## src/rtl/wfunc_mult_ctrl.sv

```systemverilog
// -----------------------------------------------------------------------------
// wfunc_mult_ctrl
//   Sequencer that applies a complex window to an AXI-Stream sample frame. Each
//   accepted sample is presented to an external pipelined complex multiplier
//   together with the window coefficient read from a combinational ROM. Beat
//   valid/last flags travel alongside the multiplier pipeline, and the whole
//   pipeline advances only when the output stream can move.
//
//   Complex samples are packed as {re, im}, each DW-bit two's complement.
//
// Ports
//   clk, rst_n      clock, asynchronous active-low reset
//   s_tdata/tvalid/tlast/tready   input sample stream
//   coef_addr       window ROM address (ROM read is combinational)
//   coef_data       coefficient at coef_addr
//   mult_en         multiplier pipeline enable (global stall when low)
//   mult_a, mult_b  multiplier operands (sample, coefficient)
//   mult_z          multiplier result, PIPE_NUM enabled cycles after operands
//   m_tdata/tvalid/tlast/tready   windowed output stream
//   frame_err       one-cycle pulse when a frame's length disagrees with
//                   FRAME_LEN (early s_tlast or missing s_tlast)
//
// Optional build macro WFUNC_ERR_CNT_EN
//   Adds err_clr (input) and err_cnt[15:0] (output): a saturating count of
//   frame_err pulses, synchronously cleared by err_clr (clear wins).
// -----------------------------------------------------------------------------
module wfunc_mult_ctrl #(
    parameter int FRAME_LEN = 1024,
    parameter int PIPE_NUM  = 10,
    parameter int COEF_FRAC = 15,
    parameter int AW        = (FRAME_LEN > 1) ? $clog2(FRAME_LEN) : 1,
    parameter int DW        = 32
) (
    input  logic            clk,
    input  logic            rst_n,
    input  logic [2*DW-1:0] s_tdata,
    input  logic            s_tvalid,
    input  logic            s_tlast,
    output logic            s_tready,
    output logic [AW-1:0]   coef_addr,
    input  logic [2*DW-1:0] coef_data,
    output logic            mult_en,
    output logic [2*DW-1:0] mult_a,
    output logic [2*DW-1:0] mult_b,
    input  logic [2*DW-1:0] mult_z,
    output logic [2*DW-1:0] m_tdata,
    output logic            m_tvalid,
    output logic            m_tlast,
    input  logic            m_tready,
    output logic            frame_err
`ifdef WFUNC_ERR_CNT_EN
    ,
    input  logic            err_clr,
    output logic [15:0]     err_cnt
`endif
);

    typedef enum logic {
        IDLE = 1'b0,
        RUN  = 1'b1
    } state_t;

    localparam logic [AW-1:0] LAST_ADDR = AW'(FRAME_LEN - 1);

    state_t              state_q, state_d;
    logic [AW-1:0]       coef_addr_q, coef_addr_d;
    logic [PIPE_NUM-1:0] vpipe_q, vpipe_d;
    logic [PIPE_NUM-1:0] lpipe_q, lpipe_d;
    logic                frame_err_q, frame_err_d;

    logic                accept;
    logic                at_end;
    logic                beat_last;
    logic signed [DW-1:0] z_re, z_im;

    // Global stall: nothing moves while a valid output beat is blocked.
    assign mult_en  = m_tready | ~vpipe_q[PIPE_NUM-1];
    assign s_tready = mult_en;
    assign accept   = s_tvalid & mult_en;
    assign at_end   = (coef_addr_q == LAST_ADDR);

    // An early s_tlast still terminates the output frame, so the last flag is
    // the OR of the counter end and the source's own last.
    assign beat_last = accept & (at_end | s_tlast);

    assign mult_a    = s_tdata;
    assign mult_b    = coef_data;
    assign coef_addr = coef_addr_q;

    assign z_re    = mult_z[2*DW-1:DW];
    assign z_im    = mult_z[DW-1:0];
    assign m_tdata = {z_re >>> COEF_FRAC, z_im >>> COEF_FRAC};

    assign m_tvalid  = vpipe_q[PIPE_NUM-1];
    assign m_tlast   = lpipe_q[PIPE_NUM-1];
    assign frame_err = frame_err_q;

    always_comb begin
        state_d     = state_q;
        coef_addr_d = coef_addr_q;
        // Exactly one of the two error conditions can hold for a beat.
        frame_err_d = accept & (s_tlast ^ at_end);

        case (state_q)
            IDLE: begin
                // at_end is always true here when FRAME_LEN==1, keeping IDLE.
                if (accept && !at_end && !s_tlast) begin
                    coef_addr_d = AW'(1);
                    state_d     = RUN;
                end
            end
            RUN: begin
                if (accept) begin
                    if (at_end || s_tlast) begin
                        coef_addr_d = '0;
                        state_d     = IDLE;
                    end else begin
                        coef_addr_d = coef_addr_q + AW'(1);
                    end
                end
            end
            default: begin
                coef_addr_d = '0;
                state_d     = IDLE;
            end
        endcase
    end

    // Flag pipes mirror the multiplier; a non-accepting enabled cycle shifts
    // in a bubble which never reaches m_tvalid.
    always_comb begin
        vpipe_d = vpipe_q;
        lpipe_d = lpipe_q;
        if (mult_en) begin
            vpipe_d = (vpipe_q << 1) | PIPE_NUM'(accept);
            lpipe_d = (lpipe_q << 1) | PIPE_NUM'(beat_last);
        end
    end

    always_ff @(posedge clk or negedge rst_n) begin
        if (!rst_n) begin
            state_q     <= IDLE;
            coef_addr_q <= '0;
            vpipe_q     <= '0;
            lpipe_q     <= '0;
            frame_err_q <= 1'b0;
        end else begin
            state_q     <= state_d;
            coef_addr_q <= coef_addr_d;
            vpipe_q     <= vpipe_d;
            lpipe_q     <= lpipe_d;
            frame_err_q <= frame_err_d;
        end
    end

`ifdef WFUNC_ERR_CNT_EN
    logic [15:0] err_cnt_q, err_cnt_d;

    always_comb begin
        err_cnt_d = err_cnt_q;
        if (err_clr) begin
            err_cnt_d = '0;
        end else if (frame_err_q && (err_cnt_q != 16'hFFFF)) begin
            err_cnt_d = err_cnt_q + 16'd1;
        end
    end

    always_ff @(posedge clk or negedge rst_n) begin
        if (!rst_n) begin
            err_cnt_q <= '0;
        end else begin
            err_cnt_q <= err_cnt_d;
        end
    end

    assign err_cnt = err_cnt_q;
`endif

endmodule

```

## config.mk

```make
export PLATFORM = sky130hd
export DESIGN_NAME = wfunc_mult_ctrl
export DESIGN_NICKNAME = d
export VERILOG_FILES = /design/src/rtl/wfunc_mult_ctrl.sv
export SDC_FILE = /design/constraint.sdc
export NUM_CORES = 1
export LEC_CHECK = 0
export BUFFER_PORTS_ARGS = -buffer_cell sky130_fd_sc_hd__buf_2
export CAP_MARGIN = 20
export CORE_AREA = 2 2 157 159
export DETAILED_ROUTE_END_ITERATION = 16
export DIE_AREA = 0 0 159 161
export PLACE_DENSITY_LB_ADDON = 0.05
export SLEW_MARGIN = 20
export SYNTH_ARGS = -nofsm -noshare
export SYNTH_HDL_FRONTEND = slang
export SYNTH_SLANG_ARGS = --single-unit
```

## constraint.sdc

```tcl
create_clock -name clk -period 1.97 [get_ports clk]
set_input_delay 0.0985 -clock clk [delete_from_list [all_inputs] [get_ports clk]]
set_output_delay 0.0985 -clock clk [all_outputs]
set_load 0.03 [all_outputs]
```

==> results.md, run 1 <==
- The run finished with clean final reports.
- The die boundary height is between 150 and 200 µm.
- The critical path data arrival time is between 2000 and 2500 ps.
- The origin of the worst min-delay path is s_tvalid.
- The worst hold slack across all endpoints is between 100 and 150 ps.
- The worst setup path is captured at a flip-flop.
- The global-route congestion overflow total is 0.
- The post-layout minimum cycle time is around 1900 ps.
- The CTS tree is done.
- Of the cells placed in the final design, the portion with a size suffix greater than 1 is between 30% and 40%.
- The number of detailed-route iterations in the first pass is 4.
- Dividing total power by cell area gives a power density of ~1200 mW/mm².
- The signal on the critical path passes through ha_4 > nand4_4 > or3_4 > ha_4 > nand2_2 > or3_4 > nor2_1 > a221o_1.
- The total nets after synthesis is approximately 540.
- Dividing the detail-routed wire length by the instance count gives about 11 µm.
- Buffers inserted during clock tree synthesis total 5.
- The overall power of the completed layout is between 2000 and 3000 µW.
- The clock transition at the register clock pins on the worst setup and hold paths after CTS is roughly 60 ps.
- At the end of the flow, the number of nets in the layout was approximately 390.
- The die width is 159 µm.
- In the synthesized netlist, the cells that appear most often are 193 x sky130_fd_sc_hd__buf_4, 58 x sky130_fd_sc_hd__nand2_1, 32 x sky130_fd_sc_hd__dfrtp_1.
- The portion of the clock cycle consumed by the worst path in the final layout is 96.1%.
- The total of flip-flops plus latches after synthesis is 32.
- The count of warnings emitted by yosys is 0.
- The analysis attributes to cell leakage a power of ~0.001 µW.
- The share of synthesized cell area in full adder, half adder and majority cells is less than 1%.
- The via count of the first global-routing pass was between 1000 and 1500.
- For this run, the slowest stage of the critical path takes roughly 380 ps.
- Synthesis handed over a netlist of 344 instances.
- The final-report max-slew violation count is 0.
- For this block, the initial DRC count from the detailed router was 66.
- Once the floorplan was initialized, standard cells occupied 12.1% of the core.
- By instance count, the leading cell after synthesis is sky130_fd_sc_hd__buf_4.
- The sequential cell area is 807 µm².
- The count of buffers from port buffering is 19.
- The worst setup path is launched from a flip-flop.
- The combinational family with the most area after synthesis is buffers and inverters.
- In this run the remaining antenna-violating nets after routing total 0.
- The core box area is about 0.024 mm².
- In the post-synthesis netlist, the biggest area contributors are sky130_fd_sc_hd__buf_4 50%, sky130_fd_sc_hd__dfrtp_1 28%, sky130_fd_sc_hd__nand2_1 7.5%, sky130_fd_sc_hd__a22o_1 0.91%, sky130_fd_sc_hd__ha_1 0.87%.
- The synthesis-to-finish area growth is -19.9%.
- IR analysis of the VDD net gives a maximum drop of approximately 0.28 mV.
- The slew at the pin closest to its max-slew limit is about 620 ps.
- Dividing the synthesized area by the synthesized cell count gives 8.40 µm².
- Cells fill under 10% of the core in the end.
- The reg-to-reg critical path startpoint is coef_addr[1].
- The number of antenna diodes in the final layout is 0.
- After detailed routing, the number of remaining DRC violations is 0.
- The simple-gate portion of the synthesized area is a little over an eighth.
- The maximum operating frequency is around 0.53 GHz.
- Among all stages on the critical path, the largest delay is contributed by sky130_fd_sc_hd__dfrtp_2.
- Counting the fill cells in the layout gives roughly 2800.
- The area of the mapped netlist is ~0.0029 mm².
- Yosys mapped the design onto 38 distinct sky130hd cell types.
- The number of antenna violations at the first check in global routing came to 0.
- The class of the most critical setup path is reg2reg.
- The remaining max-slew budget at the tightest pin is between 50% and 60%.
- The sequential fraction of the synthesis area is between 20% and 30%.
- Global routing consumed, over all layers together, 4.62% of the routing resources.
- The clock passes through at most 2 buffers.
- The hold violation total from the final report came to 0.
- Setup repair after global routing left no endpoint under its margin.
- The path category of the worst min-delay check is in2reg.
- The cell accounting for the most synthesized area is sky130_fd_sc_hd__buf_4.
- The final HPWL from detailed placement is 3.95 mm.
- The clock arrives with a little under 3 ps of skew.
- Summing the areas of all xor and xnor instances in the mapped netlist gives less than 1% of the synthesized area.
- In the final layout, the multi-input gates occupy between 600 and 700 µm².
- At the end of routability-driven placement, the weighted congestion stood at between 0.5 and 0.6.
- The leading register cell type out of synthesis is sky130_fd_sc_hd__dfrtp_1.
- The top-level port count is about 400.
- Counting flops with an async set or reset pin after synthesis yields a share of 100%.
- The root buffer selected by CTS is sky130_fd_sc_hd__clkbuf_16.
- The global-route wire length before repair is 8.84 mm.
- The largest net degree at the start of global routing is 33.
- Summed over its instances, the top area cell type makes up around 50% of the synthesized netlist area.
- The setup TNS is 0 ps.
- The final layout contains routed wiring with a total length of around 5.8 mm.
- The count of standard-cell rows is 57.
- The deepest level of the CTS H-tree is 2.
- The data required time of the critical path is between 2000 and 2500 ps.
- The detailed router placed about 1300 vias in this run.
- Setup violations remaining at the end of the flow were counted as 0.
- The total placed cells including tap cells is around 500.
- The largest fanout on the critical path is 2.
- The synthesized netlist devotes ~4.8% of its cell area to compound gates.
- The number of maximum-capacitance constraint violations is 0.
- The via count normalized by instance count is about 2.6.
- The finished layout holds around 520 standard cells, fillers aside.
- The die area is 0.0256 mm².
- The mux contribution to synthesized area is 0.520%.
- The most critical setup path has its startpoint at coef_addr[1].
- The post-CTS setup-driven buffer insertion count is 0.
- Yosys mapped a number of flops with a built-in enable equal to 0.
- The clock drives 32 sinks.
- At the later pin of the worst-skew pair, clock insertion delay measures ~290 ps.
-- cells in the final DEF, fill, tap and decap left out, types with 2 or more instances in the layout --
cell,n
sky130_fd_sc_hd__nand2b_1,2
sky130_fd_sc_hd__or3_4,2
sky130_fd_sc_hd__ha_4,2
sky130_fd_sc_hd__nand2_1,57
sky130_fd_sc_hd__o21ai_0,3
sky130_fd_sc_hd__nand3_1,4
sky130_fd_sc_hd__a22o_1,3
sky130_fd_sc_hd__xnor2_1,2
sky130_fd_sc_hd__nor2_1,4
sky130_fd_sc_hd__clkbuf_16,5
sky130_fd_sc_hd__a21oi_1,4
sky130_fd_sc_hd__buf_2,19
sky130_fd_sc_hd__dfrtp_1,27
sky130_fd_sc_hd__inv_1,6
sky130_fd_sc_hd__a31oi_1,3
sky130_fd_sc_hd__dfrtp_2,5
sky130_fd_sc_hd__buf_4,18
-- cells by family (layout without fill, tap and decap cells) --
group           after synthesis  in the layout
flops                        32             32
fa+ha+maj                     2              2
compound gates               20             20
mux                           1              1
simple gates                 81             81
buf+inv                     205             55
xor+xnor                      3              3
-- through the flow --
step | worst slack (ps) | instance area (µm²)
2_1_floorplan | 5.46 | 2920
3_3_place_gp | -156 | 2120
4_1_cts | 31.8 | 2290
3_5_place_dp | -103 | 2120
5_1_grt | 11.2 | 2310
6_report | 77.2 | 2310
-- sequential cells by signal, indices dropped and copies added, names as in the netlist --
| name | count |
|---|---|
| coef_addr | 10 |
| state_q | 1 |
| frame_err | 1 |
| lpipe_q | 10 |
| vpipe_q | 10 |
-- final cells by class --
| class | count | area share, % |
|---|---|---|
| Tap cell | 324 | 17.5 |
| Clock buffer | 6 | 5.57 |
| Timing Repair Buffer | 40 | 11.7 |
| Sequential cell | 32 | 34.9 |
| Clock inverter | 2 | 1.51 |
| Multi-Input combinational cell | 107 | 27.7 |
| Inverter | 7 | 1.14 |
-- final timing paths --
path                                      to  slack (ps)  cells after the start
worst max-delay path            coef_addr[9]          80                      8
worst min-delay path              vpipe_q[0]         110                      3
worst max register to register  coef_addr[9]          80                      8
worst min register to register    lpipe_q[9]         470                      2
max in group asynchronous         vpipe_q[7]        1440                      3
min in group asynchronous       coef_addr[3]         320                      3
-- worst max-delay path, delay by kind of cell, from the launching register on --
family | cells | cell delay (ps)
AO/OA/AOI/OAI | 1 | 300
adder cells (fa/ha/maj) | 2 | 340
flip-flops | 1 | 380
AND/OR/NAND/NOR | 5 | 750
-- repair_timing --
item	CTS	global route
pin swaps	0	0
endpoints found under the hold margin	32	0
hold buffers	1	0
resized for setup	1	4
setup endpoints to repair	4	4
-- power breakdown --
part	internal, µW	switching (µW)
clock network	596	337
registers	866	136
logic	284	498
total	1750	970
-- routing by layer --
metal,up-vias,GRT usage (%),share of wire (%)
met3,55,2.54,9.9
met1,626,5.41,44
met2,71,6.44,43
li1,590,-,-
met5,-,0,0
met4,0,3.06,3.4
(Power assumes the default switching activity.)
==> run 2, diff against run 1 <==
- CORE_AREA: 2 2 157 159 -> 2 2 159 161
- CTS_BUF_LIST: unset -> sky130_fd_sc_hd__clkbuf_4 sky130_fd_sc_hd__clkbuf_8
- DIE_AREA: 0 0 159 161 -> 0 0 161 163
- RECOVER_POWER: unset -> 100
- clock period: 1.97 -> 1.7 ns (I/O delays scaled with it)
==> results.md, run 2 (synthesis results as in run 1) <==
- The run finished, with violations left.
- The final reports fail on negative setup slack.
- The multi-input combinational cell area came to 692 µm² (+8.0%).
- The final weighted congestion of routability-driven global placement is 0.575 (-0.40%).
- The post-detailed-route count of antenna-violating nets was 0 (unchanged).
- The critical path is of the reg2reg type.
- The die area was 0.0262 mm² (+2.5%).
- The post-detailed-placement cell area is 0.00221 mm² (+4.4%).
- The endpoint identified for the worst register-to-register timing path is coef_addr[9].
- The post-layout minimum cycle time is 1820 ps (-72.6 ps).
- The via count of the first global-routing pass was 1563 (+8.5%).
- The clock transition at the register clock pins on the worst setup and hold paths after CTS is 90 ps (+30 ps).
- The largest fanout on the critical path is 2 (unchanged).
- The number of antenna repair diodes is 0 (unchanged).
- TritonCTS built the clock tree.
- The portion of the clock cycle consumed by the worst path in the final layout is 107% (+11 points).
- The number of DRC violations after detailed-routing iteration 0 came to 45 (-32%).
- The number of cells traversed by the worst register-to-register path is 8 (unchanged).
- The reg-to-reg critical path startpoint is coef_addr[1].
- The count of buffers from port buffering is 19 (unchanged).
- The maximum single-stage delay on the critical path is 390 ps (about the same).
- Leaving out fill and tap cells, the most frequent cell in the layout is sky130_fd_sc_hd__nand2_1.
- The sequential cell area is 807 µm² (unchanged).
- The total placed cells including tap cells came to 525 (+3.1%).
- The clock skew after layout is 8.88 ps (+5.91 ps).
- The total number of nets in the final design came to 402 (+2.6%).
- The setup TNS came to -820 ps (-820 ps).
- The number of antenna violations at the first check in global routing is 0 (unchanged).
- The number of setup violations in the final report came to 10 (+10).
- The min-delay analysis places its worst path in the category in2reg.
- The final HPWL from detailed placement is 4.50 mm (+14%).
- The routed wire length is 6.29 mm (+7.7%).
- The die boundary height is 163 µm (+1.2%).
- The top-level port count is 404 (unchanged).
- The highest-delay cell along the critical path is sky130_fd_sc_hd__dfrtp_2.
- The deepest level of the CTS H-tree was 2 (unchanged).
- The core box area is 0.0247 mm² (+3.0%).
- The CTS buffer count came to 5 (unchanged).
- The insertion delay to the later sink of the worst-skew pair is 300 ps (about the same).
- The fraction of final layout cells with drive strength greater than 1 was 40.7% (+6.7 points).
- The data required time of the critical path is 1890 ps (-250 ps).
- The setup slack of the most critical reg-to-reg path is -120 ps (-200 ps).
- The hold violation total from the final report was 0 (unchanged).
- The post-placement worst setup slack is -589 ps (-486 ps).
- The setup slack of the critical path after layout is -120 ps (-197 ps).
- The maximum operating frequency is 0.549 GHz (+4.0%).
- The number of buffers between clock root and the deepest sink is 2 (unchanged).
- The post-layout instance area is 0.00238 mm² (+3.0%).
- The critical path starts at coef_addr[1].
- The worst-case vdd ir drop is 0.407 mV (+47%).
- The post-layout instance count excluding filler cells was 534 (+3.1%).
- The number of remaining DRC errors was 0 (unchanged).
- The via count was 1366 (+1.8%).
- The area growth from synthesis to layout is -17.5%.
- The largest net degree at the start of global routing was 24 (-27%).
- The termination of the worst setup path is coef_addr[9].
- The total routing usage reported by global routing came to 4.92% (+0.30 points).
- The root buffer selected by CTS is sky130_fd_sc_hd__clkbuf_8.
- The number of filler instances in the final layout is 2875 (+1.7%).
- The number of maximum-capacitance constraint violations was 0 (unchanged).
- Leaving out fill and tap cells, the most frequent cells in the layout are 56 x sky130_fd_sc_hd__nand2_1, 27 x sky130_fd_sc_hd__dfrtp_1, 26 x sky130_fd_sc_hd__buf_4.
- The remaining max-slew budget at the tightest pin is 44.6% (-14 points).
- The overall power of the completed layout is 3000 µW (+10%).
- The via count normalized by instance count was 2.56 (-1.3%).
- The number of detailed-route iterations in the first pass came to 4 (unchanged).
- The final-report max-slew violation count is 0 (unchanged).
- The worst setup path is launched from a flip-flop.
- Traced cell by cell, the critical path runs through ha_4 > nand4_4 > or3_4 > ha_4 > nand2_4 > or3_4 > nor2_2 > a221o_1.
- The category of the worst setup path capture point is a flip-flop.
- The critical path data arrival time is 2010 ps (-50 ps).
- The count of standard-cell rows came to 58 (+1.8%).
- The effective utilization at floorplan is 11.7% (-0.35 points).
- Setup repair after global routing could not meet its margin everywhere.
- The die width is 161 µm (+1.3%).
- The global-route wire length before repair is 9.54 mm (+7.9%).
- The ratio of total power to cell area was 1260 mW/mm² (+7.2%).
- The slew at the pin closest to its max-slew limit is 831 ps (+206 ps).
- The static leakage was 0.00102 µW (+1.8%).
- The clock sink count is 32 (unchanged).
- The global-route congestion overflow total is 0 (unchanged).
- The average detailed-routed wire length per instance is 11.8 µm (+4.4%).
run 2: cell count changes in the layout (fill, tap and decap cells not counted), moves of 3 or more:
cell / delta
sky130_fd_sc_hd__a21oi_1: -3
sky130_fd_sc_hd__a21oi_2: +3
sky130_fd_sc_hd__buf_2: -5
sky130_fd_sc_hd__buf_4: +8
sky130_fd_sc_hd__clkbuf_1: +4
sky130_fd_sc_hd__clkbuf_16: -5
sky130_fd_sc_hd__clkbuf_8: +5
run 2: worst max-delay path: cells and delay by family, from the launching register on:
family	cells	cell delay (ps)
AOI/OAI and AO/OA	1	280
adders and majority gates	2	330
DFF	1	390
and+or+nand+nor	5	700
run 2: cell type report:
| cell class | count | area share, % |
|---|---|---|
| flip-flops and latches | 32 | 33.8 |
| multi-input cells | 107 | 29.0 |
| clock buffers | 6 | 3.20 |
| inverters | 7 | 1.10 |
| repair buffers | 50 | 14.1 |
| well taps | 330 | 17.3 |
| clock inverters | 2 | 1.47 |
run 2: metal layers:
| metal | track usage, % | part of all wire, % | vias up |
|---|---|---|---|
| met4 | 2.92 | 3.0 | 0 |
| met1 | 5.90 | 44 | 629 |
| met5 | 0 | 0 | - |
| met2 | 7.06 | 43 | 84 |
| met3 | 2.42 | 10 | 49 |
| li1 | - | - | 604 |
run 2: metrics by stage:
step,util [%],hold slack (ps)
after floorplan,-,-211
after global placement,8.95,33.9
after detailed placement,8.95,28.9
after CTS,9.66,103
after global routing,9.67,120
final,9.67,133
run 2: worst min-delay path by stage:
| stage | from | to | slack (ps) | depth (start not counted) |
|---|---|---|---|---|
| CTS | s_tvalid | vpipe_q[0] | 100 | 3 |
| detailed placement | rst_n | coef_addr[3] | 30 | 1 |
| global placement | rst_n | coef_addr[3] | 30 | 1 |
| global route | s_tvalid | frame_err | 120 | 2 |
| floorplan | rst_n | coef_addr[0] | -210 | 0 |
| finish | s_tvalid | frame_err | 130 | 2 |
run 2: where the power goes:
part           switching (µW)  total (µW)  internal (µW)
registers                 160        1160           1000
clock network             360         813            452
logic                     622        1030            405
run 2: repair_timing:
action,in CTS,in global routing
hold buffers,1,0
endpoints found under the hold margin,11,0
setup endpoints to repair,10,12
buffers inserted,0,0
gates cloned,0,0
pin swaps,4,2
resized for setup,11,6
==> run 3, diff against run 2 <==
- ABC_AREA: unset -> 1
- CORE_AREA: 2 2 159 161 -> 2 2 157 159
- DIE_AREA: 0 0 161 163 -> 0 0 159 161
==> results.md, run 3 <==
- The largest net degree at the start of global routing is 38 (+58%).
- The path category of the worst min-delay check is in2reg.
- The origin of the worst min-delay path is m_tready.
- The number of unique standard cell types used by synthesis is 22 (-42%).
- The switching power as a share of total power came to 37.5% (-0.50 points).
- By area the synthesized netlist is led by sky130_fd_sc_hd__buf_4 48%, sky130_fd_sc_hd__dfrtp_1 27%, sky130_fd_sc_hd__nand2_1 4.8%, sky130_fd_sc_hd__inv_1 2.9%, sky130_fd_sc_hd__nor2_1 2.4%.
- The multi-input combinational cell area is 644 µm² (-6.9%).
- The worst reg2reg path endpoint is coef_addr[3].
- The via count is 1453 (+6.4%).
- The class of the most critical setup path is reg2reg.
- The final-report max-slew violation count was 0 (unchanged).
- The share of synthesized cell area in full adder, half adder and majority cells is 0.836% (-0.030 points).
- The most critical setup path has its startpoint at coef_addr[0].
- The area share of the largest cell type after synthesis is 48.4% (-1.7 points).
- The clock skew after layout was 6.54 ps (-2.34 ps).
- The number of antenna violations at the first check in global routing is 0 (unchanged).
- The total number of nets in the final design was 418 (+4.0%).
- The part of the total power dissipated in sequential elements is 39.6% (+0.9 points).
- Setup repair after global routing left no endpoint under its margin.
- The synthesized instance count came to 369 (+7.3%).
- The average detailed-routed wire length per instance is 11.4 µm (-3.3%).
- The number of remaining DRC errors was 0 (unchanged).
- The sequential cell area was 806 µm² (-0.16%).
- The die boundary height came to 161 µm (-1.2%).
- The global-route congestion overflow total was 0 (unchanged).
- The library cell used most frequently in the layout, excluding fill and tap cells, is sky130_fd_sc_hd__nand2_1.
- The die width was 159 µm (-1.2%).
- The effective utilization at floorplan is 12.5% (+0.78 points).
- The number of setup violations in the final report was 0 (-10).
- The number of maximum-capacitance constraint violations came to 0 (unchanged).
- The simple-gate portion of the synthesized area is 14.5% (+1.1 points).
- The final weighted congestion of routability-driven global placement was 0.629 (+9.4%).
- The clock sink count is 32 (unchanged).
- The area fraction in compound gates after synthesis is 4.77% (about the same).
- The CTS buffer count is 5 (unchanged).
- The deepest level of the CTS H-tree is 2 (unchanged).
- The routed wire length came to 6.19 mm (-1.5%).
- The worst hold slack across all endpoints came to 83.6 ps (-49.6 ps).
- The number of cells traversed by the worst register-to-register path is 10 (+2).
- The core box area is 0.0240 mm² (-2.9%).
- The fraction of synthesized cell area in xor and xnor cells came to 0.293% (-0.62 points).
- The clock transition at the register clock pins on the worst setup and hold paths after CTS is 80 ps (about the same).
- By count the netlist is led by 193 x sky130_fd_sc_hd__buf_4, 38 x sky130_fd_sc_hd__nand2_1, 32 x sky130_fd_sc_hd__dfrtp_1.
- The number of DRC violations after detailed-routing iteration 0 is 39 (-13%).
- The kind of start point of the critical path is a flip-flop.
- The combinational family with the most area after synthesis is buffers and inverters.
- The count of warnings emitted by yosys was 0 (unchanged).
- The slew at the pin closest to its max-slew limit was 858 ps (+26.9 ps).
- The worst-case hold path end point is lpipe_q[0].
- The number of antenna repair diodes is 0 (unchanged).
- The hold violation total from the final report was 0 (unchanged).
- The worst-case vdd ir drop is 0.259 mV (-36%).
- The setup TNS is 0 ps (+820 ps).
- The via count of the first global-routing pass came to 1678 (+7.4%).
- The maximum single-stage delay on the critical path is 430 ps (+40 ps).
- The via count normalized by instance count is 2.67 (+4.4%).
- The critical path data arrival time came to 1740 ps (-270 ps).
- The post-layout minimum cycle time is 1530 ps (-295 ps).
- The insertion delay to the later sink of the worst-skew pair is 300 ps (about the same).
- The mux contribution to synthesized area was 0.376% (-0.14 points).
- The sum of buffers and inverters on the critical path is 1 (+1).
- The fraction of final layout cells with drive strength greater than 1 came to 25.9% (-15 points).
- The post-detailed-route count of antenna-violating nets is 0 (unchanged).
- The clock network fraction of total power is 27.7% (+0.6 points).
- The cell accounting for the most synthesized area is sky130_fd_sc_hd__buf_4.
- TritonCTS built the clock tree.
- The portion of the clock cycle consumed by the worst path in the final layout is 89.7% (-17 points).
- The relative contribution of combinational cells to total power is 32.7% (-1.5 points).
- The sequential fraction of the synthesis area is 26.8% (-0.96 points).
- The number of detailed-route iterations in the first pass is 4 (unchanged).
- The net switching power came to 1080 µW (-5.5%).
- The worst setup path is captured at a flip-flop.
- The run finished with clean final reports.
- The final HPWL from detailed placement is 4.55 mm (+1.1%).
- The remaining max-slew budget at the tightest pin was 42.8% (-1.8 points).
- The static leakage is 0.000956 µW (-6.3%).
- The cell depth of the worst hold path was 4 (+2).
- The post-CTS setup-driven buffer insertion count is 0 (unchanged).
- The largest fanout on the critical path is 3 (+1).
- The area of the mapped netlist is 0.00299 mm² (+3.6%).
- The setup slack of the most critical reg-to-reg path is 170 ps (+300 ps).
- The internal power is 1800 µW (-3.5%).
- The fraction of registers with async set/reset is 100% (unchanged).
- The total nets after synthesis is 568 (+4.6%).
- The die area is 0.0256 mm² (-2.5%).
- The total routing usage reported by global routing is 5.02% (+0.11 points).
- The total of flip-flops plus latches after synthesis is 32 (unchanged).
- The count of buffers from port buffering is 19 (unchanged).
- The worst register-to-register path begins at coef_addr[0].
- The library cells used most frequently in the layout, excluding fill and tap cells, are 38 x sky130_fd_sc_hd__nand2_1, 28 x sky130_fd_sc_hd__dfrtp_1, 22 x sky130_fd_sc_hd__inv_1.
- The number of buffers between clock root and the deepest sink is 2 (unchanged).
- In the synthesized netlist the dominant register cell turns out to be sky130_fd_sc_hd__dfrtp_1.
- The utilization of the core after routing is 9.68% (+0.015 points).
- Broken down by cell family, the worst path's largest delay share belongs to simple AND/OR/NAND/NOR gates.
- The highest-delay cell along the critical path is sky130_fd_sc_hd__dfrtp_2.
- The top-level port count came to 404 (unchanged).
- The number of flops mapped to enable cells by yosys is 0 (unchanged).
- The ratio of total power to cell area is 1240 mW/mm² (-1.6%).
- The post-placement worst setup slack is 34.4 ps (+623 ps).
- Walking the worst path, the cells encountered are ha_4 > nand2_2 > nor2_4 > nand3_4 > ha_4 > nand2_2 > buf_4 > nor2_1 > nand2_1 > o21ai_1.
- The average cell area after synthesis is 8.11 µm² (-3.4%).
- The global-route wire length before repair is 9.78 mm (+2.5%).
- The number of filler instances in the final layout is 2864 (-0.38%).
- The synthesis-to-finish area growth is -22.5%.
- The setup slack of the critical path after layout was 175 ps (+295 ps).
- The maximum operating frequency came to 0.656 GHz (+19%).
- By instance count, the leading cell after synthesis is sky130_fd_sc_hd__buf_4.
- The root buffer selected by CTS is sky130_fd_sc_hd__clkbuf_8.
- The data required time of the critical path is 1920 ps (+30 ps).
- The count of standard-cell rows was 57 (-1.7%).
run 3: cell count changes in the layout (fill, tap and decap cells not counted), moves of 5 or more:
| cell | change |
|---|---|
| sky130_fd_sc_hd__nand3_2 | +5 |
| sky130_fd_sc_hd__buf_2 | -11 |
| sky130_fd_sc_hd__buf_4 | -8 |
| sky130_fd_sc_hd__inv_1 | +17 |
| sky130_fd_sc_hd__a21oi_1 | +9 |
| sky130_fd_sc_hd__nand3_1 | +8 |
| sky130_fd_sc_hd__nor2_1 | +17 |
| sky130_fd_sc_hd__nand2_1 | -18 |
| sky130_fd_sc_hd__clkbuf_1 | +10 |
| sky130_fd_sc_hd__o21ai_0 | +11 |
run 3: worst reg2reg max path, stage by stage (launching register included):
cell,delay [ps]
sky130_fd_sc_hd__dfrtp_2,430
sky130_fd_sc_hd__ha_4,170
sky130_fd_sc_hd__nand2_2,90
sky130_fd_sc_hd__nor2_4,50
sky130_fd_sc_hd__nand3_4,90
sky130_fd_sc_hd__ha_4,160
sky130_fd_sc_hd__nand2_2,60
sky130_fd_sc_hd__buf_4,140
sky130_fd_sc_hd__nor2_1,110
sky130_fd_sc_hd__nand2_1,60
sky130_fd_sc_hd__o21ai_1,90
run 3: per-stage QoR:
stage	area (µm²)	total power (µW)	instances
2_1_floorplan	3020	2630	369
3_3_place_gp	2220	2180	535
3_5_place_dp	2220	2160	535
4_1_cts	2340	3010	544
5_1_grt	2320	3150	544
6_report	2320	2870	544
run 3: kinds of logic after synthesis:
logic type                 after synthesis
adders and majority gates                2
buffers and inverters                  221
AOI/OAI and AO/OA                       26
DFF                                     32
xor gates and xnor gates                 1
and+or+nand+nor                         86
muxes                                    1
run 3: how the worst max path moves through the flow:
stage,to,depth (start not counted),slack [ps]
floorplan,coef_addr[9],11,30
global placement,coef_addr[9],11,9
detailed placement,coef_addr[7],11,30
CTS,coef_addr[7],11,10
global route,coef_addr[3],10,40
finish,coef_addr[3],10,170
run 3: area by class of cell:
class	count	share of cell area, %
tap	324	17.5
sequential	32	34.7
inverter	23	3.72
clock buffer	6	3.29
timing repair buffer	41	11.5
clock inverter	2	1.51
multi-input combinational	116	27.8
run 3: layer usage:
metal	track usage (%)	up-vias	part of all wire, %
li1	-	636	-
met1	5.65	655	42
met2	7.39	99	44
met3	2.80	63	10
met4	3.10	0	4.6
met5	0	-	0
run 3: power groups by stage:
stage | sequential (µW) | clock, µW | combinational [µW]
2_1_floorplan | 1250 | 0 | 1390
3_3_place_gp | 1170 | 0 | 1010
4_1_cts | 1150 | 855 | 1010
3_5_place_dp | 1160 | 0 | 1000
5_1_grt | 1180 | 893 | 1080
6_report | 1140 | 795 | 941
run 3: repair_timing:
action,4_1_cts,5_1_grt
gates resized for setup,0,2
setup endpoints to repair,0,5
hold endpoints to repair,11,0
hold buffers,1,0
